[src/rtl/rmii_rx_if.sv]
// ---------------------------------------------------------------------------
// rmii_rx_if -- signal bundle between an RMII PHY receive path and the
// byte-level receiver.
//
// PHY -> receiver:
//   crs_dv     carrier sense / receive data valid
//   rx_data    receive dibit (2 bits per 50 MHz cycle)
//   rx_err     PHY receive error
// Receiver -> client:
//   rx_byte    assembled byte, valid only while rx_valid=1
//   rx_valid   one-cycle strobe per byte
//   rx_sof     qualifies rx_valid on the first byte of a frame
//   frame_done one-cycle end-of-frame strobe
//   frame_ok   frame status, meaningful only with frame_done
//   frame_len  bytes emitted for the frame, meaningful only with frame_done
//
// Modports:
//   master  the PHY/client side (drives the RMII inputs, observes results)
//   slave   the receiver (rmii_rx)
// ---------------------------------------------------------------------------
interface rmii_rx_if;
    logic        crs_dv;
    logic [1:0]  rx_data;
    logic        rx_err;
    logic [7:0]  rx_byte;
    logic        rx_valid;
    logic        rx_sof;
    logic        frame_done;
    logic        frame_ok;
    logic [10:0] frame_len;

    modport master (
        output crs_dv,
        output rx_data,
        output rx_err,
        input  rx_byte,
        input  rx_valid,
        input  rx_sof,
        input  frame_done,
        input  frame_ok,
        input  frame_len
    );

    modport slave (
        input  crs_dv,
        input  rx_data,
        input  rx_err,
        output rx_byte,
        output rx_valid,
        output rx_sof,
        output frame_done,
        output frame_ok,
        output frame_len
    );
endinterface

[src/rtl/rmii_rx.sv]
// ---------------------------------------------------------------------------
// rmii_rx -- RMII 100 Mb/s receive deframer.
//
// Samples one dibit per rising clk edge, hunts for the preamble (01...) and
// SFD tail (11), then assembles bytes LSB dibit first and emits them as
// one-cycle strobes. At end of carrier it reports frame length and status.
// Frames longer than MAX_LEN are cut at MAX_LEN bytes and reported bad; the
// rest of their carrier is swallowed silently.
//
// Parameters:
//   MIN_LEN   minimum good frame length in bytes (after SFD)
//   MAX_LEN   maximum good frame length in bytes, 1..2047
//
// Ports:
//   clk       50 MHz RMII reference clock, rising edge
//   rst       asynchronous active-high reset
//   rx_if     rmii_rx_if.slave bundle (RMII inputs, byte/frame outputs)
//
// All outputs are registered. Inputs are used directly: RMII data is
// synchronous to the reference clock, so no synchronisers are inserted.
// ---------------------------------------------------------------------------
module rmii_rx #(
    parameter int MIN_LEN = 64,
    parameter int MAX_LEN = 1518
) (
    input  logic      clk,
    input  logic      rst,
    rmii_rx_if.slave  rx_if
);

    // State encoding
    localparam logic [1:0] S_IDLE     = 2'd0;
    localparam logic [1:0] S_PREAMBLE = 2'd1;
    localparam logic [1:0] S_DATA     = 2'd2;
    localparam logic [1:0] S_DROP     = 2'd3;

    // Line symbols of interest
    localparam logic [1:0] DIB_PRE = 2'b01;
    localparam logic [1:0] DIB_SFD = 2'b11;

    localparam logic [10:0] LEN_MIN = 11'(MIN_LEN);
    localparam logic [10:0] LEN_MAX = 11'(MAX_LEN);

    // Control state
    logic [1:0]  r_state;
    logic [1:0]  r_idx;     // dibit position inside the current byte
    logic [10:0] r_cnt;     // bytes emitted so far in this frame
    logic        r_err;     // sticky PHY error seen during DATA
    logic [5:0]  r_shift;   // first three dibits of the byte in progress

    // Output registers
    logic [7:0]  r_rx_byte;
    logic        r_rx_valid;
    logic        r_rx_sof;
    logic        r_frame_done;
    logic        r_frame_ok;
    logic [10:0] r_frame_len;

    // Input aliases
    logic        w_crs;
    logic [1:0]  w_dib;
    logic        w_err;

    assign w_crs = rx_if.crs_dv;
    assign w_dib = rx_if.rx_data;
    assign w_err = rx_if.rx_err;

    assign rx_if.rx_byte    = r_rx_byte;
    assign rx_if.rx_valid   = r_rx_valid;
    assign rx_if.rx_sof     = r_rx_sof;
    assign rx_if.frame_done = r_frame_done;
    assign rx_if.frame_ok   = r_frame_ok;
    assign rx_if.frame_len  = r_frame_len;

    // Place a dibit into the partial byte at the given position. Position 3
    // never lands here: the fourth dibit goes straight into the output byte.
    function automatic logic [5:0] insert_dibit(
        input logic [5:0] acc,
        input logic [1:0] idx,
        input logic [1:0] dib
    );
        logic [5:0] res;
        res = acc;
        case (idx)
            2'd0:    res[1:0] = dib;
            2'd1:    res[3:2] = dib;
            2'd2:    res[5:4] = dib;
            default: res      = acc;
        endcase
        return res;
    endfunction

    // Completed byte: first dibit is the least significant pair.
    function automatic logic [7:0] assemble_byte(
        input logic [5:0] low,
        input logic [1:0] top
    );
        return {top, low};
    endfunction

    // Good frame: no PHY error, ended on a byte boundary, length in range.
    function automatic logic frame_good(
        input logic        err,
        input logic [1:0]  idx,
        input logic [10:0] cnt
    );
        return !err && (idx == 2'd0) && (cnt >= LEN_MIN) && (cnt <= LEN_MAX);
    endfunction

    always_ff @(posedge clk or posedge rst) begin
        if (rst) begin
            r_state      <= S_IDLE;
            r_idx        <= 2'd0;
            r_cnt        <= 11'd0;
            r_err        <= 1'b0;
            r_shift      <= 6'd0;
            r_rx_byte    <= 8'd0;
            r_rx_valid   <= 1'b0;
            r_rx_sof     <= 1'b0;
            r_frame_done <= 1'b0;
            r_frame_ok   <= 1'b0;
            r_frame_len  <= 11'd0;
        end else begin
            // Strobes are single-cycle by default
            r_rx_valid   <= 1'b0;
            r_rx_sof     <= 1'b0;
            r_frame_done <= 1'b0;

            case (r_state)
                S_IDLE: begin
                    if (w_crs && (w_dib == DIB_PRE)) begin
                        r_state <= S_PREAMBLE;
                    end
                end

                S_PREAMBLE: begin
                    if (!w_crs) begin
                        r_state <= S_IDLE;
                    end else if (w_err) begin
                        r_state <= S_DROP;
                    end else if (w_dib == DIB_PRE) begin
                        r_state <= S_PREAMBLE;
                    end else if (w_dib == DIB_SFD) begin
                        r_state <= S_DATA;
                        r_idx   <= 2'd0;
                        r_cnt   <= 11'd0;
                        r_err   <= 1'b0;
                    end else begin
                        // 00 or 10 inside the preamble: not a frame we trust
                        r_state <= S_DROP;
                    end
                end

                S_DATA: begin
                    if (!w_crs) begin
                        // End of carrier: any partial byte is discarded but
                        // still marks the frame bad via the index check.
                        r_frame_done <= 1'b1;
                        r_frame_len  <= r_cnt;
                        r_frame_ok   <= frame_good(r_err, r_idx, r_cnt);
                        r_idx        <= 2'd0;
                        r_state      <= S_IDLE;
                    end else begin
                        r_shift <= insert_dibit(r_shift, r_idx, w_dib);
                        r_idx   <= r_idx + 2'd1;
                        if (w_err) begin
                            r_err <= 1'b1;
                        end
                        if (r_idx == 2'd3) begin
                            if (r_cnt == LEN_MAX) begin
                                // Oversize: close the frame now, eat the rest
                                r_frame_done <= 1'b1;
                                r_frame_ok   <= 1'b0;
                                r_frame_len  <= LEN_MAX;
                                r_state      <= S_DROP;
                            end else begin
                                r_rx_valid <= 1'b1;
                                r_rx_byte  <= assemble_byte(r_shift, w_dib);
                                r_rx_sof   <= (r_cnt == 11'd0);
                                r_cnt      <= r_cnt + 11'd1;
                            end
                        end
                    end
                end

                S_DROP: begin
                    if (!w_crs) begin
                        r_state <= S_IDLE;
                    end
                end

                default: r_state <= S_IDLE;
            endcase
        end
    end

endmodule

[src/flat_wrapper.sv]
// flat-port wrapper written by rule: the top's interface ports become plain ports
module rmii_rx_flat 
#(
    parameter int MIN_LEN = 64,
    parameter int MAX_LEN = 1518
)
  (clk, rst, rx_if_crs_dv, rx_if_rx_data, rx_if_rx_err, rx_if_rx_byte, rx_if_rx_valid, rx_if_rx_sof, rx_if_frame_done, rx_if_frame_ok, rx_if_frame_len);
  rmii_rx_if rx_if_i ();
  input  logic clk;
  input  logic rst;
  input wire logic [$bits(rx_if_i.crs_dv)-1:0] rx_if_crs_dv;
  input wire logic [$bits(rx_if_i.rx_data)-1:0] rx_if_rx_data;
  input wire logic [$bits(rx_if_i.rx_err)-1:0] rx_if_rx_err;
  output wire logic [$bits(rx_if_i.rx_byte)-1:0] rx_if_rx_byte;
  output wire logic [$bits(rx_if_i.rx_valid)-1:0] rx_if_rx_valid;
  output wire logic [$bits(rx_if_i.rx_sof)-1:0] rx_if_rx_sof;
  output wire logic [$bits(rx_if_i.frame_done)-1:0] rx_if_frame_done;
  output wire logic [$bits(rx_if_i.frame_ok)-1:0] rx_if_frame_ok;
  output wire logic [$bits(rx_if_i.frame_len)-1:0] rx_if_frame_len;
  assign rx_if_i.crs_dv = rx_if_crs_dv;
  assign rx_if_i.rx_data = rx_if_rx_data;
  assign rx_if_i.rx_err = rx_if_rx_err;
  assign rx_if_rx_byte = rx_if_i.rx_byte;
  assign rx_if_rx_valid = rx_if_i.rx_valid;
  assign rx_if_rx_sof = rx_if_i.rx_sof;
  assign rx_if_frame_done = rx_if_i.frame_done;
  assign rx_if_frame_ok = rx_if_i.frame_ok;
  assign rx_if_frame_len = rx_if_i.frame_len;
  rmii_rx #(.MIN_LEN(MIN_LEN), .MAX_LEN(MAX_LEN)) u_core (.clk(clk), .rst(rst), .rx_if(rx_if_i));
endmodule
[config.mk]
export PLATFORM = sky130hd
export DESIGN_NAME = rmii_rx_flat
export DESIGN_NICKNAME = d
export VERILOG_FILES = /design/src/rtl/rmii_rx_if.sv /design/src/rtl/rmii_rx.sv /design/src/flat_wrapper.sv
export SDC_FILE = /design/constraint.sdc
export NUM_CORES = 1
export LEC_CHECK = 0
export CAP_MARGIN = 20
export CORE_MARGIN = 3
export CORE_UTILIZATION = 40
export DETAILED_ROUTE_END_ITERATION = 16
export PLACE_DENSITY = 0.58
export REMOVE_ABC_BUFFERS = 1
export SYNTH_ARGS = -nofsm -noshare
export SYNTH_HDL_FRONTEND = slang
export SYNTH_SLANG_ARGS = --single-unit
[constraint.sdc]
create_clock -name clk -period 2.95 [get_ports clk]
set_input_delay 0.59 -clock clk [delete_from_list [all_inputs] [get_ports clk]]
set_output_delay 0.59 -clock clk [all_outputs]
set_load 0.01 [all_outputs]
Yosys cells after proc, flatten, opt, wreduce, memory -nomap -nowiden
Cells that the tools add are included.
{"block": "word_totals", "in_bits": 6, "register_bits": 45}
{"block": "op_classes", "muxes": 49, "eq_ne": 23, "reduce_logical": 18, "n_addsub": 2, "bitwise": 1, "n_lt_le_gt_ge": 2}
{"op": "11-bit 2-to-1 mux", "n": 10}
{"op": "2-bit 2-to-1 mux", "n": 13}
{"op": "1-bit 2-to-1 mux", "n": 22}
{"op": "11-bit one-hot mux with 2 select lines", "n": 1}
{"op": "2-bit inequality test (second input constant)", "n": 7}
{"op": "3-bit AND reduction", "n": 4}
{"op": "11-bit by 1-bit adder with 11-bit output (second input constant)", "n": 1}
{"op": "11-bit == test (second input constant)", "n": 1}
{"op": "11-bit by 7-bit greater-or-equal comparator with 1-bit output (second input constant)", "n": 1}
{"op": "11-bit less-or-equal comparator (second input constant)", "n": 1}
{"op": "11-bit logical NOT", "n": 1}
{"op": "2-bit == test (second input constant)", "n": 5}
{"op": "2-bit by 1-bit inequality test with 1-bit output (second input constant)", "n": 5}
{"op": "2-bit one-hot mux with 4 select lines", "n": 1}
{"op": "4-bit AND reduction", "n": 2}
{"op": "8-bit AND reduction", "n": 1}
{"op": "7-bit AND reduction", "n": 1}
{"op": "2-bit by 1-bit == test with 1-bit output (second input constant)", "n": 3}
{"op": "3-bit by 2-bit inequality test with 1-bit output (second input constant)", "n": 2}
{"op": "5-bit AND reduction", "n": 1}
{"op": "1-bit logical AND", "n": 4}
{"op": "2-bit logical NOT", "n": 2}
{"op": "2-bit one-hot mux with 2 select lines", "n": 1}
{"op": "2-bit by 1-bit adder with 2-bit output (second input constant)", "n": 1}
{"op": "4 further kinds", "n": 4}

Depth between registers and ports, before layout
Gate-level depths: netlist of the first run.
{"block": "logic_depth", "depth_word": 6, "ltp_mapped": 7}

Worst setup path before layout of the first run
OpenSTA, ideal clock, no wires.
{"block": "synth_path", "path_kind": "register -> register", "startpoint": "register u_core.r_cnt[9]", "endpoint": "register u_core.r_rx_byte[0] (netlist: u_core.rx_if.rx_byte[0])", "t_required_ns": 2.825, "arrival_ns": 1.690, "synth_period_minus_slack_ns": 1.814, "path_slack_ns": 1.136, "stages_incl_launch_ff": 6, "setup_ns": 0.125, "cell_sequence": "dfrtp_1 > nand4bb_2 > or4_1 > buf_6 > nand2_8 > mux2_2"}
{"block": "synth_via", "elab_chain_cells": 3}
{"element": "start: declaration", "line": "rmii_rx.sv:47", "rtl": "logic [10:0] r_cnt;"}
{"element": "start signal: assignment", "line": "rmii_rx.sv:180", "rtl": "r_cnt <= r_cnt + 11'd1;"}
{"element": "11-bit == test", "line": "rmii_rx.sv:170", "rtl": "if (r_cnt == LEN_MAX) begin"}
{"element": "1-bit NOT (no source line)"}
{"element": "4-bit AND reduction (no source line)"}
{"element": "end signal: assignment", "line": "rmii_rx.sv:178", "rtl": "r_rx_byte <= assemble_byte(r_shift, w_dib);"}
{"element": "end: declaration", "line": "rmii_rx.sv:52", "rtl": "logic [7:0] r_rx_byte;"}
Every way passes these cells.
A chain may end at the register's enable or synchronous reset.

Final worst setup path of the first run
{"block": "layout_path", "startpoint": "register u_core.r_cnt[9]", "endpoint": "register u_core.r_cnt[6]"}
{"block": "layout_via", "elab_chain_cells": 3}
{"element": "11-bit == test", "line": "rmii_rx.sv:170"}
{"element": "2-bit inequality test (no source line)"}
{"element": "8-bit AND reduction (no source line)"}
Every way passes these cells.

==> run_results.csv, run 1 <==
group,metric,value,unit
placed_design,hpwl,3.372,mm
die,initial_core_util,42.74,%
placed_design,pre_cts_ws,0.5068,ns
cells_and_area,final_nets,227,
sta,finalMaxSlewViolations,0,
synthesis,yosysUniqueCellTypes,43,
setup_path,endpoint_kind,"flop",
clock_network,clock-sinks,45,
drt,wl_per_cell,16.65,um
sta,setup_slack,0.7403,ns
drt,first_iter_violations,108,
synthesis,ys_dominant_reg_cell,"dfrtp_1",
global_route,gr-usage-all-layers,16.69,%
die,fp.dieArea,6079,um2
sta,fin_crit_sh,74.91,%
synthesis,netlist_area,2072,um2
drt,vias,1582,
sta,maxSlewHeadroom,54.92,%
cells_and_area,drive_gt1_share,13.89,%
global_route,overflow,0,
setup_path,startpoint_type,"flop",
clock_network,worstSkewPairLatency,0.29,ns
drt,routed_wl,4.712,mm
setup_path,worst-path-buf-inv,0,
power_and_ir_drop,seq_power_share,49.4,%
cells_and_area,antennaDiodeCount,0,
die,placementRows,25,
synthesis,yosys_warnings,0,
sta,finalHoldViolCount,0,
power_and_ir_drop,powerDensity,759.4,nW/um2
global_route,grt_max_degree,46,
power_and_ir_drop,clockPowerShare,19.8,%
cells_and_area,seqCellArea,1126,um2
setup_path,startpoint,"u_core.r_cnt[9]",
setup_path,path_delay_family,"simple AND/OR/NAND/NOR gates",
clock_network,h-tree-depth,2,
die,ioPinCount,29,
sta,min_period,2.210,ns
placed_design,io_buffers,28,
setup_path,path_max_fanout,10,
die,fp.dieW,77.97,um
synthesis,ys_ff_latch,45,
setup_path,rr_startpoint,"u_core.r_cnt[9]",
synthesis,synth_edf_count,0,
min_path,hp-class,"reg -> reg",
clock_network,cts_buffers,5,
sta,setup_viol,0,
power_and_ir_drop,vdd_drop_max,0.3976,mV
setup_path,r2r_slack,0.74,ns
setup_path,worstPathCellList,"nand4bb_2 -> or4_1 -> a21o_1 -> o211ai_1",
outcome,outcome,"finished clean",
power_and_ir_drop,p_sw,0.6043,mW
sta,worst_pin_slew,0.6749,ns
drt,vias_per_cell,5.590,
cells_and_area,final_core_util,51.79,%
die,core_area,4848,um2
setup_path,worstRegToRegCells,4,
cells_and_area,multiInputGateArea,852.1,um2
clock_network,cts_resized,0,
sta,totalNegativeSetupSlack,0,ns
min_path,hold-path-cell-count,2,
sta,rsz0062_at_grt,"no",
global_route,grt_pass1_wl,8.100,mm
global_route,first_global_vias,1552,
clock_network,clock_path_buffers,2,
power_and_ir_drop,p_leak,1.087,nW
placed_design,place.gp.congestion,0.8640,
clock_network,hold_buffers,0,
setup_path,critPathRequiredTime,3.16,ns
cells_and_area,area_delta_synth_final,21.20,%
synthesis,syn_inst,183,
clock_network,clkTransAtPathRegs,0.09,ns
synthesis,synth_area_leaders,"dfrtp_1 (54%), mux2_2 (5.4%), ha_1 (3.6%), a31oi_1 (3.0%), nand3_1 (2.4%)",
drt,drtPass1Iterations,4,
setup_path,arrival,2.42,ns
die,die_h,77.97,um
sta,fmax,452.5,MHz
setup_path,crit_end,"u_core.r_cnt[6]",
power_and_ir_drop,swShare,31.69,%
power_and_ir_drop,combPwrFrac,30.8,%
synthesis,avgSynthCellArea,11.32,um2
synthesis,synth_top_area_share,54.35,%
synthesis,yosysSeqAreaShare,54.35,%
sta,holdWs,0.4861,ns
power_and_ir_drop,p_int,1.303,mW
synthesis,ys_async_sr_fraction,100.0,%
global_route,antenna_found_initial,0,
setup_path,max_stage_delay,0.76,ns
cells_and_area,n_fill_cell,451,
clock_network,post_cts_buffers,0,
clock_network,root_buffer,"clkbuf_8",
setup_path,r2r-end,"u_core.r_cnt[6]",
synthesis,yosys.cell_count.top_type,"dfrtp_1",
drt,antenna_left,0,
drt,drc,0,
setup_path,critPathKind,"reg -> reg",
setup_path,crit_slowest_cell,"or4_1",
setup_path,crit_cells,4,
sta,finalClockSkew,0.003954,ns
job,maxCapViolations,0,
synthesis,synth_largest_area_cell,"dfrtp_1",
clock_network,tritoncts,"built",
## cells by family after synthesis
kind of cell / after synthesis / share of synthesized area (%)
adder cells (fa/ha/maj): 6 / 3.623
AO/OA/AOI/OAI: 52 / 18.00
multiplexers: 11 / 5.918
buffers and inverters: 20 / 4.529
flip-flops: 45 / 54.35
AND/OR/NAND/NOR: 49 / 13.59
## area by class of cell
class / count / area share (%)
Clock buffer: 5 / 2.740
Clock inverter: 3 / 0.6976
Inverter: 12 / 1.794
Multi-Input combinational cell: 118 / 33.93
Sequential cell: 45 / 44.84
Tap cell: 67 / 3.338
Timing Repair Buffer: 33 / 12.66
## sequential cells by signal, summed over array words and instances (netlist names)
name and cells:
u_core.rx_if.rx_valid 1, u_core.r_shift 6, u_core.rx_if.rx_sof 1, u_core.r_idx 2
u_core.rx_if.frame_done 1, u_core.r_cnt 11, u_core.r_err 1, u_core.rx_if.rx_byte 8
u_core.rx_if.frame_ok 1, u_core.r_state 2, u_core.rx_if.frame_len 11
## metal layers
metal | GRT usage (%) | part of all wire [%] | vias to the layer above
met4 | 5.070 | 0.70 | 0
met1 | 24.59 | 47 | 785
met3 | 3.944 | 5.8 | 2
li1 | - | - | 746
met2 | 24.32 | 46 | 49
met5 | 0 | 0 | -
## worst register-to-register path: stages (launching register included)
cell and delay, ns:
dfrtp_1 0.45, nand4bb_2 0.29, or4_1 0.76, a21o_1 0.39, o211ai_1 0.22
## cell usage in the layout (no fill, tap or decap), types with 5 or more instances in the layout
master | netlist | routed
o22a_1 | 5 | 5
inv_1 | 10 | 9
o21a_1 | 5 | 5
nand3_1 | 10 | 10
nor2_1 | 8 | 8
ha_1 | 6 | 6
o21ai_0 | 9 | 9
clkbuf_8 | 0 | 5
buf_4 | 0 | 5
a31oi_1 | 10 | 10
clkdlybuf4s50_1 | 0 | 28
mux2_2 | 10 | 10
nand2_1 | 10 | 10
a21oi_1 | 5 | 5
dfrtp_1 | 45 | 45
## per-stage QoR
step,cells,cell area (um2),power [mW]
final,283,2511,1.907
after global placement,275,2425,1.526
after CTS,283,2511,1.926
after detailed placement,275,2425,1.546
after floorplan,175,2023,1.228
after global routing,283,2511,2.029
## worst min path at each step
stage               slack, ns                 startpoint                        end
floorplan                0.44          u_core.r_shift[1]          u_core.r_shift[1]
global placement         0.47          u_core.r_shift[5]          u_core.r_shift[5]
detailed placement       0.47          u_core.r_shift[1]          u_core.r_shift[1]
CTS                      0.49          u_core.r_shift[1]          u_core.r_shift[1]
global route             0.51  u_core.rx_if.frame_len[8]  u_core.rx_if.frame_len[8]
finish                   0.49          u_core.r_shift[1]          u_core.r_shift[1]
## power by group through the flow
stage	Clock, mW	Combinational [mW]	Sequential (mW)
after detailed placement	0	0.592	0.954
after global routing	0.419	0.644	0.967
after floorplan	0	0.264	0.965
after global placement	0	0.581	0.945
final	0.378	0.587	0.942
after CTS	0.390	0.594	0.942
Note: power is estimated with default switching activity, not from simulation.
==> run 2, diff against run 1 <==
--- a/config.mk
+++ b/config.mk
@@ -9,7 +9,7 @@
 export CORE_MARGIN = 3
 export CORE_UTILIZATION = 40
 export DETAILED_ROUTE_END_ITERATION = 16
-export PLACE_DENSITY = 0.58
+export PLACE_DENSITY = 0.61
 export REMOVE_ABC_BUFFERS = 1
 export SYNTH_ARGS = -nofsm -noshare
 export SYNTH_HDL_FRONTEND = slang
==> constraint.sdc (replaced) <==
create_clock -name clk -period 2 [get_ports clk]
set_input_delay 0.4 -clock clk [delete_from_list [all_inputs] [get_ports clk]]
set_output_delay 0.4 -clock clk [all_outputs]
set_load 0.01 [all_outputs]
==> run_results.csv, run 2 (synthesis gave the netlist of run 1 again) <==
group,metric,value,unit
drt,routed_wl,4.819,mm
placed_design,place.gp.congestion,0.8686,
placed_design,post_dp_cell_area,2562,um2
drt,drtPass1Iterations,4,
drt,antenna_left,0,
sta,finalMaxSlewViolations,0,
setup_path,critPathRequiredTime,2.22,ns
clock_network,clkTransAtPathRegs,0.08,ns
sta,finalHoldViolCount,0,
cells_and_area,seqCellArea,1126,um2
sta,fmax,519.2,MHz
sta,fin_crit_sh,96.30,%
die,placementRows,25,
cells_and_area,layoutNonFillerInstCount,298,
clock_network,post_cts_buffers,0,
sta,min_period,1.926,ns
placed_design,pre_cts_ws,0.07802,ns
setup_path,r2r-end,"u_core.r_cnt[3]",
clock_network,cts_buffers,5,
setup_path,crit_end,"u_core.r_cnt[3]",
sta,worst_pin_slew,0.4461,ns
clock_network,worstSkewPairLatency,0.30,ns
die,fp.dieArea,6079,um2
setup_path,startpoint_type,"flop",
drt,wl_per_cell,16.17,um
die,die_h,77.97,um
placed_design,place_inst,290,
cells_and_area,n_fill_cell,450,
placed_design,hpwl,3.505,mm
outcome,outcome,"finished clean",
sta,rsz0062_at_grt,"no",
global_route,first_global_vias,1625,
cells_and_area,multiInputGateArea,852.1,um2
global_route,grt_max_degree,46,
setup_path,worstRegToRegCells,5,
setup_path,r2r_slack,0.07,ns
global_route,overflow,0,
clock_network,root_buffer,"clkbuf_8",
power_and_ir_drop,powerDensity,1125,nW/um2
die,fp.dieW,77.97,um
setup_path,path_max_fanout,9,
cells_and_area,final_common_cell,"dfrtp_1",
die,ioPinCount,29,
die,core_area,4848,um2
placed_design,io_buffers,28,
cells_and_area,fin_area,2679,um2
cells_and_area,area_delta_synth_final,29.29,%
power_and_ir_drop,vdd_drop_max,0.4536,mV
cells_and_area,final_nets,242,
setup_path,arrival,2.15,ns
job,maxCapViolations,0,
setup_path,critPathKind,"reg -> reg",
setup_path,crit_slowest_cell,"or4_1",
drt,vias_per_cell,5.376,
global_route,grt_pass1_wl,8.183,mm
cells_and_area,mostFrequentLayoutCells,"dfrtp_1 (45), clkdlybuf4s50_1 (28), buf_4 (18)",
sta,maxSlewHeadroom,69.84,%
setup_path,max_stage_delay,0.65,ns
drt,drc,0,
global_route,antenna_found_initial,0,
setup_path,endpoint_kind,"flop",
power_and_ir_drop,p_leak,1.183,nW
clock_network,clock_path_buffers,2,
setup_path,rr_startpoint,"u_core.r_cnt[9]",
cells_and_area,antennaDiodeCount,0,
min_path,hp-class,"in -> async",
global_route,gr-usage-all-layers,17.15,%
clock_network,tritoncts,"built",
die,initial_core_util,42.74,%
sta,setup_slack,0.07390,ns
clock_network,hold_buffers,0,
clock_network,h-tree-depth,2,
clock_network,cts_resized,0,
clock_network,clock-sinks,45,
setup_path,worstPathCellList,"nand4bb_2 -> or4_1 -> a21o_1 -> buf_12 -> a31oi_1",
cells_and_area,drive_gt1_share,19.05,%
setup_path,startpoint,"u_core.r_cnt[9]",
drt,vias,1602,
drt,first_iter_violations,66,
sta,setup_viol,0,
sta,finalClockSkew,0.006426,ns
[run 2: cell type report]
class	count	area share [%]
Clock buffer	7	3.223
Clock inverter	1	1.121
Inverter	12	1.681
Multi-Input combinational cell	118	31.81
Sequential cell	45	42.04
Tap cell	67	3.129
Timing Repair Buffer	48	17.00
[run 2: through the flow]
stage                     util (%)  hold WS [ns]  setup TNS [ns]  total power [mW]
after detailed placement     52.85        0.4727               0             2.330
after global placement       52.85        0.4662               0             2.305
final                        55.25        0.4426               0             3.013
after CTS                    55.25        0.4556               0             3.038
after global routing         55.25        0.4725               0             3.210
after floorplan                  -        0.4444         -0.1082             1.812
[run 2: power by group]
| group | internal [mW] | switching, mW | total, mW |
|---|---|---|---|
| Combinational | 0.550 | 0.419 | 0.969 |
| Clock | 0.407 | 0.302 | 0.710 |
| Sequential | 1.18 | 0.158 | 1.33 |
[run 2: how the worst min path moves through the flow]
stage                           start           endpoint  slack [ns]  depth (start not counted)
floorplan           u_core.r_shift[1]  u_core.r_shift[1]        0.44                          2
global placement    u_core.r_shift[1]  u_core.r_shift[1]        0.47                          2
detailed placement  u_core.r_shift[5]  u_core.r_shift[5]        0.47                          2
CTS                               rst    u_core.r_cnt[3]        0.46                          3
global route                      rst    u_core.r_cnt[3]        0.47                          3
finish                            rst    u_core.r_cnt[3]        0.44                          3
[run 2: routing by layer]
metal | global-route usage (%) | wire, um | vias to the layer above
met1 | 25.88 | 2360 | 781
met5 | 0 | 0 | -
li1 | - | - | 777
met3 | 4.176 | 224 | 7
met4 | 4.545 | 61 | 0
met2 | 24.49 | 2172 | 37
[run 2: critical path: cells and delay by family, from the launching register on]
kind,cells,cell delay (ns)
buf+inv,1,0.14
simple gates,2,0.90
compound gates,2,0.43
flops,1,0.38
